===== config.mk =====
export PLATFORM = sky130hd
export DESIGN_NAME = data_mem_ctrl
export DESIGN_NICKNAME = d
export VERILOG_FILES = /design/src/rtl/data_mem_pkg.sv /design/src/rtl/data_mem_req_fifo.sv /design/src/rtl/data_mem_ctrl.sv
export SDC_FILE = /design/constraint.sdc
export NUM_CORES = 1
export LEC_CHECK = 0
export BUFFER_PORTS_ARGS = -buffer_cell sky130_fd_sc_hd__buf_2
export CORE_MARGIN = 1
export CORE_UTILIZATION = 50
export DETAILED_ROUTE_END_ITERATION = 10
export PLACE_DENSITY = 0.87
export SLEW_MARGIN = 20
export SYNTH_ARGS = -nofsm -noshare
export SYNTH_HDL_FRONTEND = slang
export SYNTH_SLANG_ARGS = --single-unit

===== constraint.sdc =====
create_clock -name clk -period 2.25 [get_ports clk]
set_input_delay 0.225 -clock clk [delete_from_list [all_inputs] [get_ports clk]]
set_output_delay 0.225 -clock clk [all_outputs]
set_load 0.02 [all_outputs]

===== src/rtl/data_mem_pkg.sv =====
// Shared types and constants for the data memory request/response front-end.
package data_mem_pkg;

    localparam int DATA_W    = 32;
    localparam int ADDR_W    = 32;
    localparam int MEM_WORDS = 65536;

    typedef enum logic [1:0] {
        IDLE,
        ISSUE,
        CAPTURE,
        RESP
    } state_e;

    typedef struct packed {
        logic              write;
        logic              err;
        logic [ADDR_W-1:0] addr;
        logic [DATA_W-1:0] data;
    } req_t;

    function automatic logic addr_out_of_range(input logic [ADDR_W-1:0] addr);
        return addr >= ADDR_W'(MEM_WORDS);
    endfunction

endpackage


===== src/rtl/data_mem_req_fifo.sv =====
// Small synchronous request FIFO with simultaneous push/pop and occupancy count.
module data_mem_req_fifo #(
    parameter int WIDTH = 8,
    parameter int DEPTH = 2
) (
    input  logic                       clk,
    input  logic                       rst_n,
    input  logic                       push_i,
    input  logic [WIDTH-1:0]           push_data_i,
    input  logic                       pop_i,
    output logic [WIDTH-1:0]           pop_data_o,
    output logic                       full_o,
    output logic                       empty_o,
    output logic [$clog2(DEPTH+1)-1:0] count_o
);

    localparam int PTR_W = (DEPTH > 1) ? $clog2(DEPTH) : 1;
    localparam int CNT_W = $clog2(DEPTH + 1);

    logic [WIDTH-1:0] mem_q [DEPTH];
    logic [PTR_W-1:0] wr_ptr_q, rd_ptr_q;
    logic [CNT_W-1:0] count_q;
    logic             push_en, pop_en;

    function automatic logic [PTR_W-1:0] ptr_inc(input logic [PTR_W-1:0] p);
        return (p == PTR_W'(DEPTH - 1)) ? '0 : p + PTR_W'(1);
    endfunction

    assign full_o     = (count_q == CNT_W'(DEPTH));
    assign empty_o    = (count_q == '0);
    assign count_o    = count_q;
    assign push_en    = push_i && !full_o;
    assign pop_en     = pop_i && !empty_o;
    assign pop_data_o = mem_q[rd_ptr_q];

    always_ff @(posedge clk or negedge rst_n) begin
        if (!rst_n) begin
            for (int i = 0; i < DEPTH; i++) begin
                mem_q[i] <= '0;
            end
            wr_ptr_q <= '0;
            rd_ptr_q <= '0;
            count_q  <= '0;
        end else begin
            if (push_en) begin
                mem_q[wr_ptr_q] <= push_data_i;
                wr_ptr_q        <= ptr_inc(wr_ptr_q);
            end
            if (pop_en) begin
                rd_ptr_q <= ptr_inc(rd_ptr_q);
            end
            case ({push_en, pop_en})
                2'b10:   count_q <= count_q + CNT_W'(1);
                2'b01:   count_q <= count_q - CNT_W'(1);
                default: count_q <= count_q;
            endcase
        end
    end

endmodule


===== src/rtl/data_mem_ctrl.sv =====
// MEM-stage front-end: buffers load/store requests, drives the single-cycle data
// memory port, and returns one in-order response per accepted request.
//
//   state   | meaning
//   IDLE    | no op in flight; waiting for a buffered request
//   ISSUE   | memory strobe cycle for the op register (strobes muted for errors)
//   CAPTURE | memory read data valid; latch into the response register
//   RESP    | response presented, held until in_resp_ready
module data_mem_ctrl
    import data_mem_pkg::*;
#(
    parameter int FIFO_DEPTH = 2
) (
    input  logic              clk,
    input  logic              in_rst_n,
    input  logic              in_req_valid,
    output logic              out_req_ready,
    input  logic              in_req_write,
    input  logic [ADDR_W-1:0] in_req_addr,
    input  logic [DATA_W-1:0] in_req_data,
    output logic              out_resp_valid,
    input  logic              in_resp_ready,
    output logic [DATA_W-1:0] out_resp_data,
    output logic              out_resp_write,
    output logic              out_resp_err,
    output logic              out_mem_read,
    output logic              out_mem_write,
    output logic [31:0]       out_mem_addr,
    output logic [DATA_W-1:0] out_mem_data,
    input  logic [DATA_W-1:0] in_mem_data
);

    localparam int CNT_W = $clog2(FIFO_DEPTH + 1);

    state_e            state_q, state_d;
    req_t              op_q, op_d;
    req_t              push_req, fifo_head;
    logic [DATA_W-1:0] resp_data_q, resp_data_d;
    logic              resp_write_q, resp_write_d;
    logic              resp_err_q, resp_err_d;
    logic              fifo_full, fifo_empty, fifo_push, fifo_pop, take_head;
    logic [CNT_W-1:0]  fifo_count;

    assign out_req_ready = (fifo_count < CNT_W'(FIFO_DEPTH));
    assign fifo_push     = in_req_valid && !fifo_full;
    assign push_req      = '{write: in_req_write,
                             err:   addr_out_of_range(in_req_addr),
                             addr:  in_req_addr,
                             data:  in_req_data};

    data_mem_req_fifo #(
        .WIDTH($bits(req_t)),
        .DEPTH(FIFO_DEPTH)
    ) u_req_fifo (
        .clk         (clk),
        .rst_n       (in_rst_n),
        .push_i      (fifo_push),
        .push_data_i (push_req),
        .pop_i       (fifo_pop),
        .pop_data_o  (fifo_head),
        .full_o      (fifo_full),
        .empty_o     (fifo_empty),
        .count_o     (fifo_count)
    );

    // Errors also spend one ISSUE cycle (strobes muted) so they keep the same
    // two-cycle cadence as stores. Their address never enters the op register,
    // which keeps the memory address/data pins at the last real access.
    always_comb begin
        state_d       = state_q;
        op_d          = op_q;
        resp_data_d   = resp_data_q;
        resp_write_d  = resp_write_q;
        resp_err_d    = resp_err_q;
        fifo_pop      = 1'b0;
        take_head     = 1'b0;
        out_mem_read  = 1'b0;
        out_mem_write = 1'b0;

        case (state_q)
            IDLE: begin
                take_head = !fifo_empty;
            end
            ISSUE: begin
                out_mem_read  = !op_q.write && !op_q.err;
                out_mem_write = op_q.write && !op_q.err;
                state_d       = (op_q.write || op_q.err) ? RESP : CAPTURE;
            end
            CAPTURE: begin
                resp_data_d = in_mem_data;
                state_d     = RESP;
            end
            RESP: begin
                if (in_resp_ready) begin
                    state_d   = IDLE;
                    take_head = !fifo_empty;
                end
            end
            default: begin
                state_d = IDLE;
            end
        endcase

        if (take_head) begin
            fifo_pop     = 1'b1;
            state_d      = ISSUE;
            op_d.write   = fifo_head.write;
            op_d.err     = fifo_head.err;
            resp_write_d = fifo_head.write;
            resp_err_d   = fifo_head.err;
            resp_data_d  = '0;
            if (!fifo_head.err) begin
                op_d.addr = fifo_head.addr;
                op_d.data = fifo_head.data;
            end
        end
    end

    always_ff @(posedge clk or negedge in_rst_n) begin
        if (!in_rst_n) begin
            state_q      <= IDLE;
            op_q         <= '0;
            resp_data_q  <= '0;
            resp_write_q <= 1'b0;
            resp_err_q   <= 1'b0;
        end else begin
            state_q      <= state_d;
            op_q         <= op_d;
            resp_data_q  <= resp_data_d;
            resp_write_q <= resp_write_d;
            resp_err_q   <= resp_err_d;
        end
    end

    assign out_resp_valid = (state_q == RESP);
    assign out_resp_data  = resp_data_q;
    assign out_resp_write = resp_write_q;
    assign out_resp_err   = resp_err_q;
    assign out_mem_addr   = op_q.addr;
    assign out_mem_data   = op_q.data;

endmodule

==> reports/metrics.csv, run 1 <==
metric,value,unit
Pwr Density,1350,nW/um^2
#FFs+latches synth,236,
Worst-Margin Slew,0.689,ns
post-route ant nets,0,
worst hold slack,0.0262,ns
WL final,23100,um
initial DRC count,123,
clock tree buffer depth,3,
Mapped Nets,747,
"most common cell after layout, fill and taps aside",dfrtp_1,
Post CTS Setup Buffer Count,0,
number of global-route vias before repair,6930,
CTS tree,done,
Tot GR Track Use,22.5,%
Finished Core Util,67.7,%
Antenna Cells,0,
setup violators final,0,
Setup Total Neg Slack,0,ns
CP Max Fanout,35,
static leakage,6.39,nW
IO Pins,203,
"Seq/Total Area, Yosys",59.2,%
Tcrit/Tclk final,97.2,%
Layout fillers,1281,
Hold Path Class,in -> reg,
Critical Path AT,2.59,ns
largest area contributor in the netlist,dfrtp_1,
Root Buffer,clkbuf_16,
share of layout cells above drive strength 1,54.6,%
RSZ-0062 raised after global routing,no,
pre-CTS setup slack,0.0918,ns
DP Wirelength,13200,um
Yosys warnings,0,
Core ar.,19500,um^2
drc violations,0,
synthesized instance count,640,
area share of the largest cell type after synthesis,59.2,%
DIE AREA,20500,um^2
most frequent cells in the layout,"dfrtp_1 (234), mux2_2 (214), buf_2 (201)",
Sink Count,236,
min Tclk post-route,2.19,ns
clock-pin slew on the worst setup and hold paths,0.06,ns
gpl congestion,0.774,
height of the die,143,um
required time worst endpoint,2.66,ns
DR WL/cell,18.8,um
Inserted Clock Buffers,25,
status,"finished, final reports clean",
Post-synth EDFFs,0,
final setup margin,0.0623,ns
H-tree Lvls,1,
average size of a mapped cell,15.6,um^2
Worst setup SP type,flip-flop,
first-pass GRT wire length,35700,um
Clock Skews,0.0119,ns
Synth Cell Area,9970,um^2
initial antenna violation count,0,
post-synthesis async set-or-reset flop share,100,%
max_cap viols,0,
Crit. End Element,flip-flop,
peak supply drop,0.741,mV
initial core utilization,51.1,%
Syn-to-layout area delta,32.6,%
dominant synthesized flop cell,dfrtp_1,
Vias,6340,
Congestion Overflow GR,0,
Final Max Slew Viols,0,
Rel. slew slack,54.1,%
Unique masters post-synth,30,
Fmax,457,MHz
synth top area cells,"dfrtp_1 (59%), mux2_2 (24%), mux2_4 (7.4%)",
largest net degree at the start of global routing,84,
Cell Rows,51,
vias per cell,5.16,
# port buffers,202,
final hold violation count,0,
TritonRoute pass-1 iters,4,
Final #Nets,1053,
DIE WIDTH,143,um
clk_lat worst skew,0.53,ns
Setup Crit Path Kind,reg -> reg,
[synthesized netlist by cell type, types with 2 or more instances]
| cell | n |
|---|---|
| nor4_1 | 4 |
| xnor2_1 | 4 |
| mux2i_1 | 32 |
| nand2_1 | 2 |
| nor2_1 | 36 |
| nor3_1 | 2 |
| inv_1 | 4 |
| mux2_2 | 214 |
| buf_6 | 5 |
| ha_1 | 6 |
| buf_1 | 8 |
| mux2_4 | 49 |
| dfrtp_1 | 236 |
| clkbuf_1 | 14 |
| buf_2 | 9 |
[layout make-up]
type | instances | area (um^2) | area share, %
timing repair buffer | 316 | 2260 | 17.1
clock inverter | 6 | 95.1 | 0.719
inverter | 4 | 15.0 | 0.114
tap | 265 | 332 | 2.51
multi-input combinational | 363 | 3880 | 29.3
clock buffer | 39 | 738 | 5.58
sequential | 236 | 5910 | 44.7
[worst paths after layout]
check | startpoint | end | slack [ns] | cells after the start
worst min-delay path | in_mem_data[2] | out_resp_data[2]$_DFFE_PN0P_ | 0.03 | 3
worst max-delay path | state_q[0]$_DFFE_PN0P_ | out_mem_data[22]$_DFFE_PN0P_ | 0.06 | 5
worst max register to register | state_q[0]$_DFFE_PN0P_ | out_mem_data[22]$_DFFE_PN0P_ | 0.06 | 5
worst min register to register | u_req_fifo.mem_q[56]$_DFFE_PN0P_ | u_req_fifo.mem_q[56]$_DFFE_PN0P_ | 0.50 | 1
max in group asynchronous | in_rst_n | state_q[1]$_DFFE_PN0P_ | 1.27 | 3
min in group asynchronous | in_rst_n | out_mem_data[24]$_DFFE_PN0P_ | 0.31 | 2
[per-stage QoR]
stage               total power, W  instance area [um^2]  instances
floorplan                   0.0117                  9970        640
global placement            0.0132                 11400       1087
detailed placement          0.0136                 11400       1087
CTS                         0.0179                 13200       1229
global route                0.0189                 13200       1229
finish                      0.0179                 13200       1229
[what timing repair did]
item | 4_1_cts | 5_1_grt
resized for setup | 0 | 1
hold endpoints to repair | 236 | 0
hold buffers | 97 | 0
endpoints found under the setup margin | 0 | 51
[logic make-up after synthesis]
family,synth area share (%)
multiplexers,34.9
adder cells (fa/ha/maj),0.753
flip-flops,59.2
buffers and inverters,2.07
XOR/XNOR,0.439
AO/OA/AOI/OAI,0.515
AND/OR/NAND/NOR,2.11
[flip-flops by register name (all words and copies together) (netlist names)]
| signal | count |
|---|---|
| u_req_fifo.mem_q | 132 |
| out_mem_addr | 32 |
| out_mem_data | 32 |
| out_resp_data | 32 |
| state_q | 2 |
| u_req_fifo.count_o | 2 |
| out_resp_err | 1 |
| out_resp_write | 1 |
| u_req_fifo.rd_ptr_q | 1 |
| u_req_fifo.wr_ptr_q | 1 |
[where the power goes]
part	internal, W	switching (W)
combinational	0.00355	0.00310
sequential	0.00610	0.00102
clock	0.00249	0.00165
[critical path, cell delays in order (launching register included)]
cell,delay [ns]
dfrtp_1,0.42
inv_1,0.11
ha_1,0.35
or4_4,0.59
buf_12,0.21
mux2_4,0.34
[per-layer routing]
metal  wire, um  vias up  part of all wire [%]  track usage [%]
met5          0        -                     0                0
met4        574        0                   2.5             7.36
met3       1160       47                   5.0             3.45
met2      11900      201                    51             41.3
met1       9500     3210                    41             26.9
li1           -     2882                     -                -
Power figures use the tool's default switching activity.
==> run 2: changes to the inputs <==
--- a/config.mk
+++ b/config.mk
@@ -8,8 +8,9 @@
 export BUFFER_PORTS_ARGS = -buffer_cell sky130_fd_sc_hd__buf_2
 export CORE_MARGIN = 1
 export CORE_UTILIZATION = 50
+export CTS_CLUSTER_DIAMETER = 150
 export DETAILED_ROUTE_END_ITERATION = 10
-export PLACE_DENSITY = 0.87
+export PLACE_DENSITY_LB_ADDON = 0.1
 export SLEW_MARGIN = 20
 export SYNTH_ARGS = -nofsm -noshare
 export SYNTH_HDL_FRONTEND = slang
==> run 2 against run 1 <==
Net effect: sequential share of layout area is essentially flat; sequential power shrank 1%; flip-flop and latch count stayed put; fmax increased by 0.80%; register-to-register slack improved by 0.02 ns; largest power group unchanged; largest cell class unchanged; cell count unchanged; critical endpoint is now out_mem_addr[21]$_DFFE_PN0P_.
==> reports/metrics.csv, run 2 (synthesized netlist as in run 1, its figures left out) <==
metric,value,unit,change
DIE WIDTH,143,um,unchanged
Largest register FFs,132,,unchanged
final hold violation count,0,,unchanged
IO Pins,203,,unchanged
largest net degree at the start of global routing,77,,-8.3%
Worst setup SP type,flip-flop,,
Final #Nets,1052,,-0.095%
peak supply drop,0.674,mV,-9.0%
reg2reg end,out_mem_addr[21]$_DFFE_PN0P_,,
TritonRoute pass-1 iters,4,,unchanged
drc violations,0,,unchanged
DP Wirelength,13500,um,+2.2%
Root Buffer,clkbuf_16,,
Sink Count,236,,unchanged
gpl congestion,0.733,,-5.3%
"Most flops, register",u_req_fifo.mem_q,,
number of global-route vias before repair,6823,,-1.5%
highest-delay cell along the critical path,or4_4,,
RSZ-0062 raised after global routing,no,,
WL final,21500,um,-7.0%
Rel. slew slack,61.0,%,+6.9 points
clock tree buffer depth,3,,unchanged
post-route ant nets,0,,unchanged
Final Max Slew Viols,0,,unchanged
Core ar.,19500,um^2,unchanged
Congestion Overflow GR,0,,unchanged
CTS tree,done,,
vias per cell,5.10,,-1.2%
FF-to-FF setup slack,0.08,ns,+0.02 ns
Fmax,461,MHz,+0.80%
static leakage,6.40,nW,+0.11%
Pwr Density,1350,nW/um^2,-0.23%
Inserted Clock Buffers,26,,+4.0%
initial core utilization,51.1,%,unchanged
DR WL/cell,17.5,um,-7.0%
clk_lat worst skew,0.51,ns,-0.02 ns
most frequent cells in the layout,"dfrtp_1 (234), mux2_2 (214), buf_2 (201)",,
critical path startpoint,state_q[0]$_DFFE_PN0P_,,
# port buffers,202,,unchanged
worst hold slack,0.0460,ns,+0.0197 ns
initial DRC count,153,,+24%
Post CTS Setup Buffer Count,0,,unchanged
clock-pin slew on the worst setup and hold paths,0.06,ns,about the same
Finished Core Util,67.8,%,about the same
crit path cell chain,"inv_1, ha_1, or4_4, buf_12, mux2_4",,
Clock Skews,0.00765,ns,-0.00421 ns
setup violators final,0,,unchanged
final instance area,13200,um^2,about the same
FF-to-FF Start,state_q[0]$_DFFE_PN0P_,,
Setup Crit Path Kind,reg -> reg,,
Hold Path Class,in -> reg,,
CP Depth,5,,unchanged
status,"finished, final reports clean",,
Bufs and invs on worst path,2,,unchanged
Antenna Cells,0,,unchanged
reg2reg path depth,5,,unchanged
Setup Total Neg Slack,0,ns,unchanged
Post-Place Cells,1085,,-0.18%
first-pass GRT wire length,34100,um,-4.5%
initial antenna violation count,0,,unchanged
Tcrit/Tclk final,96.5,%,-0.77 points
Crit. End Element,flip-flop,,
H-tree Lvls,1,,unchanged
"delay-heaviest family, CP",simple AND/OR/NAND/NOR gates,,
max incr delay on CP,0.59,ns,about the same
CP Max Fanout,36,,+2.9%
Finished Layout Cells,1229,,unchanged
share of layout cells above drive strength 1,55.0,%,+0.41 points
DIE AREA,20500,um^2,unchanged
height of the die,143,um,unchanged
"most common cell after layout, fill and taps aside",dfrtp_1,,
min Tclk post-route,2.17,ns,-0.0173 ns
Syn-to-layout area delta,32.8,%,about the same
Tot GR Track Use,21.3,%,-1.3 points
Worst Hold Launch,in_mem_data[12],,
Cell Rows,51,,unchanged
Worst setup endpoint,out_mem_addr[21]$_DFFE_PN0P_,,
required time worst endpoint,2.64,ns,-0.02 ns
Critical Path AT,2.56,ns,-0.03 ns
max_cap viols,0,,unchanged
placed cell areas,11400,um^2,-0.46%
Worst-Margin Slew,0.585,ns,-0.104 ns
Vias,6265,,-1.2%
[run 2: where the power goes]
group	total (W)	leakage (nW)	switching (W)	internal [W]
registers	0.00705	2.90	0.000959	0.00609
logic	0.00654	3.06	0.00300	0.00353
clock network	0.00429	0.443	0.00161	0.00268
total	0.0179	6.40	0.00557	0.0123
[run 2: repair_timing]
item,in CTS,in global routing
resized for setup,0,1
endpoints found under the hold margin,230,0
endpoints found under the setup margin,0,6
hold buffers,97,0
[run 2: metal layers]
| metal | track usage [%] | vias up | wire length (um) |
|---|---|---|---|
| met5 | 0 | - | 0 |
| met4 | 5.26 | 0 | 361 |
| li1 | - | 2876 | - |
| met1 | 25.9 | 3181 | 9130 |
| met2 | 38.2 | 181 | 10600 |
| met3 | 4.49 | 27 | 1340 |
[run 2: worst min-delay path by stage]
stage	to	slack, ns	cells past startpoint
2_1_floorplan	out_mem_addr[0]$_DFFE_PN0P_	-0.07	0
3_3_place_gp	u_req_fifo.mem_q[92]$_DFFE_PN0P_	0.23	1
3_5_place_dp	out_mem_data[30]$_DFFE_PN0P_	0.24	1
4_1_cts	out_resp_data[12]$_DFFE_PN0P_	0.04	3
5_1_grt	out_resp_data[12]$_DFFE_PN0P_	0.06	3
6_report	out_resp_data[12]$_DFFE_PN0P_	0.05	3
[run 2: final cells by class]
type | count | area [um^2]
clock buffers | 39 | 801
clock inverters | 8 | 96.3
fillers | 1376 | 6290
well taps | 265 | 332
repair buffers | 314 | 2200
multi-input cells | 363 | 3880
inverters | 4 | 15.0
flip-flops and latches | 236 | 5910
[run 2: metrics by stage]
stage,setup slack [ns],total power [W]
after global routing,0.0118,0.0189
after detailed placement,0.0913,0.0136
after floorplan,0.0349,0.0117
after global placement,0.157,0.0132
final,0.0796,0.0179
after CTS,0.0698,0.0181
[run 2: worst register-to-register path, stage by stage, from the launching register on]
cell     delay (ns)
dfrtp_1        0.42
inv_1          0.10
ha_1           0.34
or4_4          0.59
buf_12         0.24
mux2_4         0.35
